**config.mk**
```make
export PLATFORM = sky130hd
export DESIGN_NAME = pipe_ctrl
export DESIGN_NICKNAME = d
export VERILOG_FILES = /design/src/rtl/pipe_ctrl_pkg.sv /design/src/rtl/pipe_ctrl_sat_counter.sv /design/src/rtl/pipe_ctrl.sv
export SDC_FILE = /design/constraint.sdc
export NUM_CORES = 1
export LEC_CHECK = 0
export ABC_AREA = 1
export CORE_MARGIN = 3
export CORE_UTILIZATION = 43
export CTS_CLUSTER_DIAMETER = 120
export DETAILED_ROUTE_END_ITERATION = 7
export PLACE_DENSITY = 0.86
export SLEW_MARGIN = 0
export SYNTH_ARGS = -nofsm -noshare
export SYNTH_HDL_FRONTEND = slang
export SYNTH_SLANG_ARGS = --single-unit
```
**constraint.sdc**
```tcl
create_clock -name clk -period 1.33 [get_ports clk]
set_input_delay 0.1995 -clock clk [delete_from_list [all_inputs] [get_ports clk]]
set_output_delay 0.1995 -clock clk [all_outputs]
set_load 0.1 [all_outputs]
```
**src/rtl/pipe_ctrl_pkg.sv**
```systemverilog
// Shared types for the LC-3b pipeline advance controller.
package pipe_ctrl_pkg;

   typedef logic [15:0] lc3b_word;

   typedef enum logic {
      S_INIT = 1'b0,
      S_RUN  = 1'b1
   } pipe_ctrl_state_t;

   localparam lc3b_word lc3b_nop_cw = 16'h0000;
   localparam lc3b_word STALL_MAX   = 16'hFFFF;

endpackage

```
**src/rtl/pipe_ctrl_sat_counter.sv**
```systemverilog
// 16-bit saturating incrementer with asynchronous active-low clear.
module sat_counter
   import pipe_ctrl_pkg::*;
(
   input  logic        clk,
   input  logic        rst_n,
   input  logic        inc,
   output logic [15:0] out
);

   lc3b_word cnt_q, cnt_d;

   always_comb begin
      cnt_d = cnt_q;
      if (inc && (cnt_q != STALL_MAX)) begin
         cnt_d = cnt_q + 16'd1;
      end
   end

   always_ff @(posedge clk or negedge rst_n) begin
      if (!rst_n) begin
         cnt_q <= '0;
      end else begin
         cnt_q <= cnt_d;
      end
   end

   assign out = cnt_q;

endmodule

```
**src/rtl/pipe_ctrl.sv**
```systemverilog
// Pipeline advance controller: latch enables, bubbles and flushes from cache handshakes and hazards.
//   state  | meaning
//   S_INIT | one cycle after reset, no requests, all outputs low
//   S_RUN  | normal operation, advance when both caches are satisfied
module pipe_ctrl
   import pipe_ctrl_pkg::*;
(
   input  logic        clk,
   input  logic        rst_n,
   input  logic        imem_resp,
   input  logic        dmem_req,
   input  logic        dmem_resp,
   input  logic        load_use,
   input  logic        br_taken,
   output logic        imem_read,
   output logic        dmem_go,
   output logic        load_pc,
   output logic        load_if_id,
   output logic        load_id_ex,
   output logic        load_ex_mem,
   output logic        load_mem_wb,
   output logic        bubble_id_ex,
   output logic        flush,
   output logic        pcmux_br,
   output logic [15:0] stall_cnt
);

   pipe_ctrl_state_t state_q, state_d;
   logic imem_done_q, imem_done_d;
   logic dmem_done_q, dmem_done_d;
   logic run, i_ok, d_ok, adv;

   assign run  = (state_q == S_RUN);
   assign i_ok = imem_done_q | imem_resp;
   assign d_ok = !dmem_req | dmem_done_q | dmem_resp;
   assign adv  = run & i_ok & d_ok;

   always_ff @(posedge clk or negedge rst_n) begin
      if (!rst_n) begin
         state_q     <= S_INIT;
         imem_done_q <= 1'b0;
         dmem_done_q <= 1'b0;
      end else begin
         state_q     <= state_d;
         imem_done_q <= imem_done_d;
         dmem_done_q <= dmem_done_d;
      end
   end

   // A response only latches while its request is outstanding and the pipe is held.
   always_comb begin
      state_d     = S_RUN;
      imem_done_d = imem_done_q;
      dmem_done_d = dmem_done_q;
      if (adv) begin
         imem_done_d = 1'b0;
         dmem_done_d = 1'b0;
      end else if (run) begin
         if (imem_resp) imem_done_d = 1'b1;
         if (dmem_resp && dmem_req) dmem_done_d = 1'b1;
      end
   end

   always_comb begin
      imem_read    = run & !imem_done_q;
      dmem_go      = run & dmem_req & !dmem_done_q;
      load_pc      = 1'b0;
      load_if_id   = 1'b0;
      load_id_ex   = 1'b0;
      load_ex_mem  = 1'b0;
      load_mem_wb  = 1'b0;
      bubble_id_ex = 1'b0;
      flush        = 1'b0;
      pcmux_br     = 1'b0;
      if (adv) begin
         load_id_ex  = 1'b1;
         load_ex_mem = 1'b1;
         load_mem_wb = 1'b1;
         if (br_taken) begin
            load_pc    = 1'b1;
            load_if_id = 1'b1;
            flush      = 1'b1;
            pcmux_br   = 1'b1;
         end else if (load_use) begin
            bubble_id_ex = 1'b1;
         end else begin
            load_pc    = 1'b1;
            load_if_id = 1'b1;
         end
      end
   end

   sat_counter u_stall_cnt (
      .clk   (clk),
      .rst_n (rst_n),
      .inc   (run & !adv),
      .out   (stall_cnt)
   );

endmodule

```
==> results of run 1 <==
cells in the mapped netlist:
master / number
nand2_1: 75
nor2_1: 22
dfrtp_1: 19
inv_1: 15
nand3_1: 6
o21ai_0: 6
buf_4: 4
nand4_1: 4
xnor2_1: 4
nand2_2: 3
xor2_1: 3
nor2_8: 2
a21oi_1: 1
buf_6: 1
buf_8: 1
conb_1: 1
ha_1: 1
inv_2: 1
inv_6: 1
nand2_4: 1
nand3_2: 1
nor2_2: 1
nor2_4: 1
o31ai_1: 1
stage by stage:
step | instances | hold slack [ps] | area (sq um) | setup TNS, ps | worst slack, ps
floorplan | 175 | -96.1 | 1420 | -6900 | -418
global placement | 263 | 552 | 2200 | -5160 | -239
detailed placement | 263 | 572 | 2200 | -6680 | -333
cells by family after synthesis:
group,synth area share [%]
adders and majority gates,1.01
AOI/OAI and AO/OA,3.44
xor gates and xnor gates,4.95
and+or+nand+nor,41.8
buffers and inverters,10.1
DFF,38.4
other,0.303
==> flow_summary.yaml, run 1 <==
synthesis:
  syn-instance-count: 175
  ys_types: 24
  ys_seq_area_share_pct: 38.4
  yosys_warnings: 0
  syn-num-nets: 183
  syn_area_sq_mm: 0.00124
  synth_top_area_cell: "dfrtp_1"
  synthTopCellsByArea: "dfrtp_1 (38%), nand2_1 (23%), nor2_1 (6.7%)"
  yosysTopAreaCellShare_pct: 38.4
  ys_ff_latch: 19
  syn_avg_cell_area_sq_um: 7.07
outcome:
  outcome: "stopped before the end"
  lastStage: "4_1_cts"
  stop_error: "[ERROR DPL-0033] detailed placement checks failed during check placement."
floorplanning:
  start_util_pct: 47.4
  die_x_um: 59.6
  ios: 33
  rows: 18
  die_h_um: 59.6
clock_network:
  cts_max_level: 1
  cts_sinks: 19
  numCtsBuffers: 3
  cts-root-buf: "clkbuf_4"
  cts_resized: 47
  clockBufferDepth: 2
  ctsHoldBuffers: 0
  postCtsSetupBuffers: 16
place:
  place.gp.congestion: 0.858
  dp_hpwl_mm: 3.09
  portBuffers: 32
==> inputs of run 2 (changes only) <==
CORE_UTILIZATION = 30   (was 43)
CTS_CLUSTER_DIAMETER = default   (was 120)
PLACE_DENSITY = default   (was 0.86)
PLACE_DENSITY_LB_ADDON = 0.15   (was default)
clock period = 1.7 ns   (was 1.33 ns; I/O delays follow)
==> flow_summary.yaml, run 2 <==
routing:
  postRouteAntennaNets: 0
  drt_pass1_iterations: 4
  drtIter0Drc: 24
  vias: 1217
  wl_per_cell_um: 11.1
  drc: 0
  vias_per_cell: 4.61
  wl_mm: 2.93
synthesis:
  yosys_warnings: 0
  synth_most_common_cell: "nand2_1"
  ys_seq_area_share_pct: 38.4
  ys_types: 24
  syn-instance-count: 175
  synth_top_area_cell: "dfrtp_1"
  syn_avg_cell_area_sq_um: 7.07
  ys_top_cells_by_count: "nand2_1 (75), nor2_1 (22), dfrtp_1 (19)"
  synthTopCellsByArea: "dfrtp_1 (38%), nand2_1 (23%), nor2_1 (6.7%)"
  syn-num-nets: 183
  ys_ff_latch: 19
  yosysTopAreaCellShare_pct: 38.4
  synthFlopType: "dfrtp_1"
  syn_area_sq_mm: 0.00124
  synthArstFlopShare_pct: 100
  synth_edf_count: 0
timing:
  period_minus_slack_ps: 1660
  setup_viol_count_final: 0
  final_hold_viol_count: 0
  slew_violations: 0
  finalClockSkew_ps: 0.675
  rsz0062_at_grt: "true"
  finalCritPeriodShare_pct: 97.8
  fmax_mhz: 601
worst_setup_path:
  crit_fanout: 6
  crit_type: "primary input to output port"
  cp.required_ps: 1440
  end_kind: "output port"
  r2r_slack_ps: 140
  arrival_ps: 1410
  startpoint_type: "primary input"
floorplanning:
  die_x_um: 70.2
  die_h_um: 70.2
  fp.dieArea_sq_mm: 0.00493
  core_sq_mm: 0.00383
  start_util_pct: 32.3
  ios: 33
  rows: 22
finish:
  design_area_sq_mm: 0.00206
  syn2layout_area_growth_pct: 66.3
  antenna_cells: 0
  largest_register_ffs: 16
  final_common_cell: "nand2_1"
  fill_cells: 347
  post_route_cells_drive_above_1_share_pct: 35.6
  multi_input_area_sq_um: 696
  seq_area_sq_um: 500
  final_util_pct: 53.8
  layout_common_cells: "nand2_1 (75), buf_12 (27), nor2_1 (16)"
  nNetsFinal: 225
grt:
  gr-total-overflow: 0
  grt_use_total_pct: 12.9
  grt_max_degree: 20
  grt_antenna_before_repair: 0
  grt_pass1_vias: 1180
  grt_pass1_wl_mm: 5.29
clock_network:
  clkTransAtPathRegs_ps: 70
  clockBufferDepth: 2
  cts_sinks: 19
  clkLatencyLatePin_ps: 250
  ctsHoldBuffers: 0
  cts-root-buf: "clkbuf_8"
  cts_tree: "done"
  numCtsBuffers: 3
  cts_max_level: 1
pwr:
  power_leakage_nw: 0.946
  p_total_mw: 2.07
  ir_drop_mv: 0.979
  cellPowerDensity_mw_per_mm2: 1010
place:
  dp_hpwl_mm: 2.28
  dpl_cell_area_sq_mm: 0.00195
  place.gp.congestion: 0.826
  portBuffers: 32
outcome:
  outcome: "completed"
min_path:
  hold_class: "primary input to asynchronous set/reset pin"
run:
  drv_cap: 0
run 2: cells by family (layout without fill, tap and decap cells):
logic type	Yosys count	after routing	share of synthesized area (%)
other	1	1	0.303
and+or+nand+nor	116	116	41.8
buffers and inverters	23	64	10.1
adders and majority gates	1	1	1.01
DFF	19	19	38.4
xor gates and xnor gates	7	7	4.95
AOI/OAI and AO/OA	8	8	3.44
run 2: final timing paths:
check	end	depth (start not counted)	start
hold / removal	u_stall_cnt.out[11]	2	rst_n
max in group asynchronous	u_stall_cnt.out[1]	2	rst_n
min in group clk	dmem_done_q	5	dmem_req
setup reg to reg	u_stall_cnt.out[10]	9	u_stall_cnt.out[0]
hold reg to reg	imem_done_q	2	imem_done_q
setup / recovery	load_id_ex	6	dmem_resp
run 2: critical path, cell delays in order:
cell and delay [ps]:
clkdlybuf4s50_1 410, inv_1 90, nand3_2 120, nand2_4 140, clkinvlp_4 180, buf_12 200
run 2: power breakdown:
group	switching, mW	internal, mW	total [mW]	leakage (nW)
Combinational	0.699	0.396	1.10	0.694
Clock	0.152	0.167	0.319	0.0228
Sequential	0.129	0.532	0.661	0.229
Total	0.980	1.09	2.07	0.946
run 2: timing repair:
action	in CTS	in global routing
setup buffers	4	1
cloned	0	0
resized for setup	3	4
pin swaps	2	3
setup endpoints to repair	7	8
run 2: routing by layer:
| metal | vias to the layer above | wire [um] | track usage (%) |
|---|---|---|---|
| met5 | - | 0 | 0 |
| met4 | 0 | 25 | 5.32 |
| met3 | 4 | 186 | 3.17 |
| met2 | 34 | 1460 | 22.1 |
| met1 | 570 | 1260 | 15.3 |
| li1 | 609 | - | - |
run 2: final cells by class:
class | instances | area share [%]
multi-input cells | 133 | 33.8
repair buffers | 43 | 33.3
flip-flops and latches | 19 | 24.3
inverters | 17 | 3.53
well taps | 48 | 2.92
clock buffers | 4 | 2.19
run 2: stage by stage:
step,hold WS [ps],setup WS (ps),std cells,setup TNS [ps]
detailed placement,521,-109,255,-1760
CTS,333,7.21,263,0
finish,331,36.9,264,0
floorplan,-40.6,-228,175,-727
global placement,517,-55.9,255,-927
global route,359,-38.3,264,-252
Power figures use the tool's default switching activity.
==> inputs of run 3 (changes only) <==
CORE_AREA = 3 3 64 66   (was default)
CORE_MARGIN = default   (was 3)
CORE_UTILIZATION = default   (was 30)
DIE_AREA = 0 0 67 69   (was default)
==> flow_summary.yaml, run 3 (synthesized netlist as in run 2, its figures left out) <==
outcome:
  outcome: "completed"
floorplanning:
  start_util_pct: 34.1
  core_sq_mm: 0.00363
  die_x_um: 67
  ios: 33
  die_h_um: 69
  rows: 22
  fp.dieArea_sq_mm: 0.00462
grt:
  grt_use_total_pct: 13.5
  gr-total-overflow: 0
  grt_pass1_wl_mm: 5.03
  grt_antenna_before_repair: 0
  grt_max_degree: 20
  grt_pass1_vias: 1160
routing:
  wl_met3_um: 124
  vias_per_cell: 4.49
  wl_per_cell_um: 11.2
  wl_met2_mm: 1.51
  wl_mm: 2.95
  drt-met1-wl_mm: 1.29
  drt_pass1_iterations: 4
  drc: 0
  drtIter0Drc: 30
  vias: 1176
  postRouteAntennaNets: 0
  top_layer_used: "met4"
place:
  dpl_cell_area_sq_mm: 0.00194
  dp_hpwl_mm: 2.27
  portBuffers: 32
  place.gp.congestion: 0.770
timing:
  fmax_mhz: 605
  final_hold_viol_count: 0
  period_minus_slack_ps: 1650
  slew_violations: 0
  finalCritPeriodShare_pct: 97.2
  hold-worst-slack_ps: 329
  setup_viol_count_final: 0
  finalClockSkew_ps: 1.99
clock_network:
  ctsHoldBuffers: 0
  cts_max_level: 1
  cts_tree: "done"
  clkTransAtPathRegs_ps: 70
  clockBufferDepth: 2
  cts-root-buf: "clkbuf_8"
  cts_sinks: 19
  numCtsBuffers: 3
  clkLatencyLatePin_ps: 250
worst_setup_path:
  cp.required_ps: 1440
  crit_chain: "nor2_2 -> nor2_4 -> nand2_4 -> clkinvlp_4 -> buf_12"
  crit_fanout: 5
  slowest_stage: "dfrtp_1"
  cp.depth: 5
  reg2reg_depth: 9
  path_buf_inv: 2
  max_stage_delay_ps: 390
  crit_type: "register to output port"
  startpoint_type: "register"
  end_kind: "output port"
  arrival_ps: 1400
  critical_path.top_delay_family: "flip-flops"
pwr:
  p_int_mw: 1.09
  cellPowerDensity_mw_per_mm2: 1010
  p_total_mw: 2.07
  p_switching_mw: 0.978
  comb_power_share_pct: 52.9
  power_frac_clock_pct: 15.2
  power_leakage_nw: 0.934
  ir_drop_mv: 0.909
  power_frac_seq_pct: 31.9
  switching_share_pct: 47.3
finish:
  largest_register_ffs: 16
  antenna_cells: 0
  nNetsFinal: 223
  post_route_cells_drive_above_1_share_pct: 36.4
  layout_common_cells: "nand2_1 (75), buf_12 (27), nor2_1 (16)"
  final_util_pct: 56.5
  design_area_sq_mm: 0.00205
  seq_area_sq_um: 500
  fill_cells: 346
  syn2layout_area_growth_pct: 65.8
  multi_input_area_sq_um: 708
  final_common_cell: "nand2_1"
run:
  drv_cap: 0
min_path:
  hold_class: "primary input to asynchronous set/reset pin"
==> run 3: changes by cell type in the layout (fill, tap and decap cells not counted) <==
cell     change
inv_2        +3
inv_1        -3
nand3_2      -1
nor2_4       +1
buf_6        -1
nand3_4      +1
nor2_2       -1
buf_4        -1
==> run 3: cell type report <==
type	instances	share of cell area, %
Timing Repair Buffer	41	32.4
Inverter	17	3.54
Multi-Input combinational cell	133	34.5
Tap cell	48	2.93
Sequential cell	19	24.4
Clock buffer	4	2.20
==> run 3: routing by layer <==
| layer | vias to the layer above | track usage [%] |
|---|---|---|
| li1 | 606 | - |
| met1 | 541 | 17.6 |
| met2 | 27 | 22.8 |
| met3 | 2 | 2.12 |
| met4 | 0 | 3.60 |
| met5 | - | 0 |
==> run 3: path summary, 6_finish.rpt <==
kind	start	to	slack [ps]
setup reg to reg	u_stall_cnt.out[0]	u_stall_cnt.out[11]	170
max in group asynchronous	rst_n	u_stall_cnt.out[1]	1140
setup / recovery	imem_done_q	load_mem_wb	50
min in group clk	dmem_req	dmem_done_q	480
hold reg to reg	u_stall_cnt.out[6]	u_stall_cnt.out[6]	580
hold / removal	rst_n	u_stall_cnt.out[15]	330
==> run 3: per-stage QoR <==
| stage | cells | setup TNS, ps | worst slack (ps) |
|---|---|---|---|
| 2_1_floorplan | 175 | -727 | -228 |
| 3_3_place_gp | 254 | -412 | -52.8 |
| 3_5_place_dp | 254 | -959 | -76.3 |
| 4_1_cts | 259 | 0 | 4.21 |
| 5_1_grt | 262 | -71.1 | -22.9 |
| 6_report | 262 | 0 | 47.1 |
==> run 3: power groups by stage <==
stage                     Sequential, mW  Clock (mW)  Combinational (mW)
after detailed placement           0.668           0                1.08
final                              0.659       0.315                1.10
after global routing               0.676       0.337                1.15
after CTS                          0.662       0.322                1.09
after floorplan                     1.02           0               0.322
after global placement             0.668           0                1.07
==> run 3: repair_timing <==
item | CTS | global route
pin swaps | 2 | 3
gates cloned | 0 | 0
buffers inserted | 1 | 3
resized for setup | 3 | 8
hold endpoints to repair | 0 | 0
setup endpoints to repair | 7 | 7
==> inputs of run 4 (changes only) <==
CORE_AREA = 2 2 63 65   (was 3 3 64 66)
DIE_AREA = 0 0 65 67   (was 0 0 67 69)
SKIP_LAST_GASP = 1   (was default)
==> flow_summary.yaml, run 4 (synthesized netlist as in run 2, its figures left out) <==
min_path:
  hold_class: "primary input to asynchronous set/reset pin"
worst_setup_path:
  end_kind: "output port"
  cp.required_ps: 1440
  max_stage_delay_ps: 410
  critPathLaunch: "dmem_resp"
  slowest_stage: "clkdlybuf4s50_1"
  crit_type: "primary input to output port"
  arrival_ps: 1410
  startpoint_type: "primary input"
  r2r-start: "u_stall_cnt.out[0]"
  crit_chain: "clkdlybuf4s50_1 -> inv_1 -> nand3_2 -> nand2_4 -> clkinvlp_4 -> buf_12"
  crit_fanout: 6
clock_network:
  cts_max_level: 1
  clockBufferDepth: 2
  cts-root-buf: "clkbuf_8"
  clkLatencyLatePin_ps: 260
  numCtsBuffers: 3
  cts_tree: "done"
  cts_sinks: 19
  clkTransAtPathRegs_ps: 70
run:
  drv_cap: 0
grt:
  grt_max_degree: 20
  grt_use_total_pct: 14.7
  use_met2_pct: 27.8
  met3_usage_pct: 2.03
  grt_pass1_wl_mm: 4.99
  gr-total-overflow: 0
  grt_busiest_layer: "met2"
  use_met1_pct: 16.2
  grt_antenna_before_repair: 0
  grt_pass1_vias: 1195
routing:
  drt_pass1_iterations: 4
  postRouteAntennaNets: 0
  drtIter0Drc: 16
  vias_per_cell: 4.49
  drc: 0
  wl_per_cell_um: 10.8
  vias: 1180
  wl_mm: 2.83
place:
  portBuffers: 32
  place.gp.congestion: 0.776
  dp_hpwl_mm: 2.19
timing:
  fmax_mhz: 599
  final.setup.tns_ps: 0
  final_hold_viol_count: 0
  rsz0062_at_grt: "true"
  slew_violations: 0
  setup_viol_count_final: 0
  period_minus_slack_ps: 1670
  finalClockSkew_ps: 3.62
  finalCritPeriodShare_pct: 98.2
finish:
  largest_register_ffs: 16
  antenna_cells: 0
  final_common_cell: "nand2_1"
  post_route_cells_drive_above_1_share_pct: 35.3
  nNetsFinal: 224
  layout_common_cells: "nand2_1 (75), buf_12 (27), nor2_1 (16)"
  syn2layout_area_growth_pct: 65.7
  fill_cells: 346
floorplanning:
  fp.dieArea_sq_mm: 0.00436
  core_sq_mm: 0.00361
  die_x_um: 65
  rows: 22
  ios: 33
  die_h_um: 67
  start_util_pct: 34.3
pwr:
  ir_drop_mv: 1.21
  p_total_mw: 2.07
  power_leakage_nw: 0.942
  cellPowerDensity_mw_per_mm2: 1010
outcome:
  outcome: "completed"
==> run 4: layout make-up <==
| cell class | count | area (sq um) | area share, % |
|---|---|---|---|
| clock buffer | 4 | 45.0 | 2.20 |
| timing repair buffer | 42 | 677 | 33.0 |
| multi-input combinational | 133 | 696 | 33.9 |
| inverter | 17 | 72.6 | 3.54 |
| sequential | 19 | 500 | 24.4 |
| tap | 48 | 60.1 | 2.93 |
==> run 4: critical path: cells and delay by family <==
family	cells	cell delay (ps)
buffers and inverters	4	890
AND/OR/NAND/NOR	2	260
==> run 4: what timing repair did <==
item                       in CTS  in global routing
hold buffers                    0                  0
setup buffers                   3                  2
pin swaps                       3                  3
resized for setup               3                  4
setup endpoints to repair       7                  8
==> run 4: routing by layer <==
layer | part of all wire, % | up-vias
li1 | - | 612
met4 | 1.4 | 0
met3 | 3.4 | 2
met1 | 43 | 546
met2 | 52 | 20
met5 | 0 | -
==> run 4: worst paths after layout <==
| check | endpoint | slack (ps) | cells after the start |
|---|---|---|---|
| max | load_id_ex | 30 | 6 |
| min | u_stall_cnt.out[0] | 330 | 2 |
| max reg2reg | u_stall_cnt.out[9] | 180 | 9 |
| min reg2reg | imem_done_q | 570 | 2 |
| max in group asynchronous | u_stall_cnt.out[1] | 1150 | 2 |
| min in group clk | dmem_done_q | 450 | 5 |
==> run 4: per-stage QoR <==
step | util (%) | instances | setup slack (ps) | area [sq um] | hold WS [ps]
2_1_floorplan | - | 175 | -228 | 1330 | -40.6
3_3_place_gp | 53.9 | 254 | -49.0 | 1940 | 519
3_5_place_dp | 53.9 | 254 | -94.8 | 1940 | 526
4_1_cts | 56.1 | 261 | 14.8 | 2020 | 338
5_1_grt | 56.9 | 263 | -20.8 | 2050 | 359
6_report | 56.9 | 263 | 31.2 | 2050 | 329
==> run 4: power by group <==
group | switching [mW] | internal [mW] | leakage (nW)
clock network | 0.150 | 0.167 | 0.0228
registers | 0.128 | 0.532 | 0.229
logic | 0.696 | 0.393 | 0.690
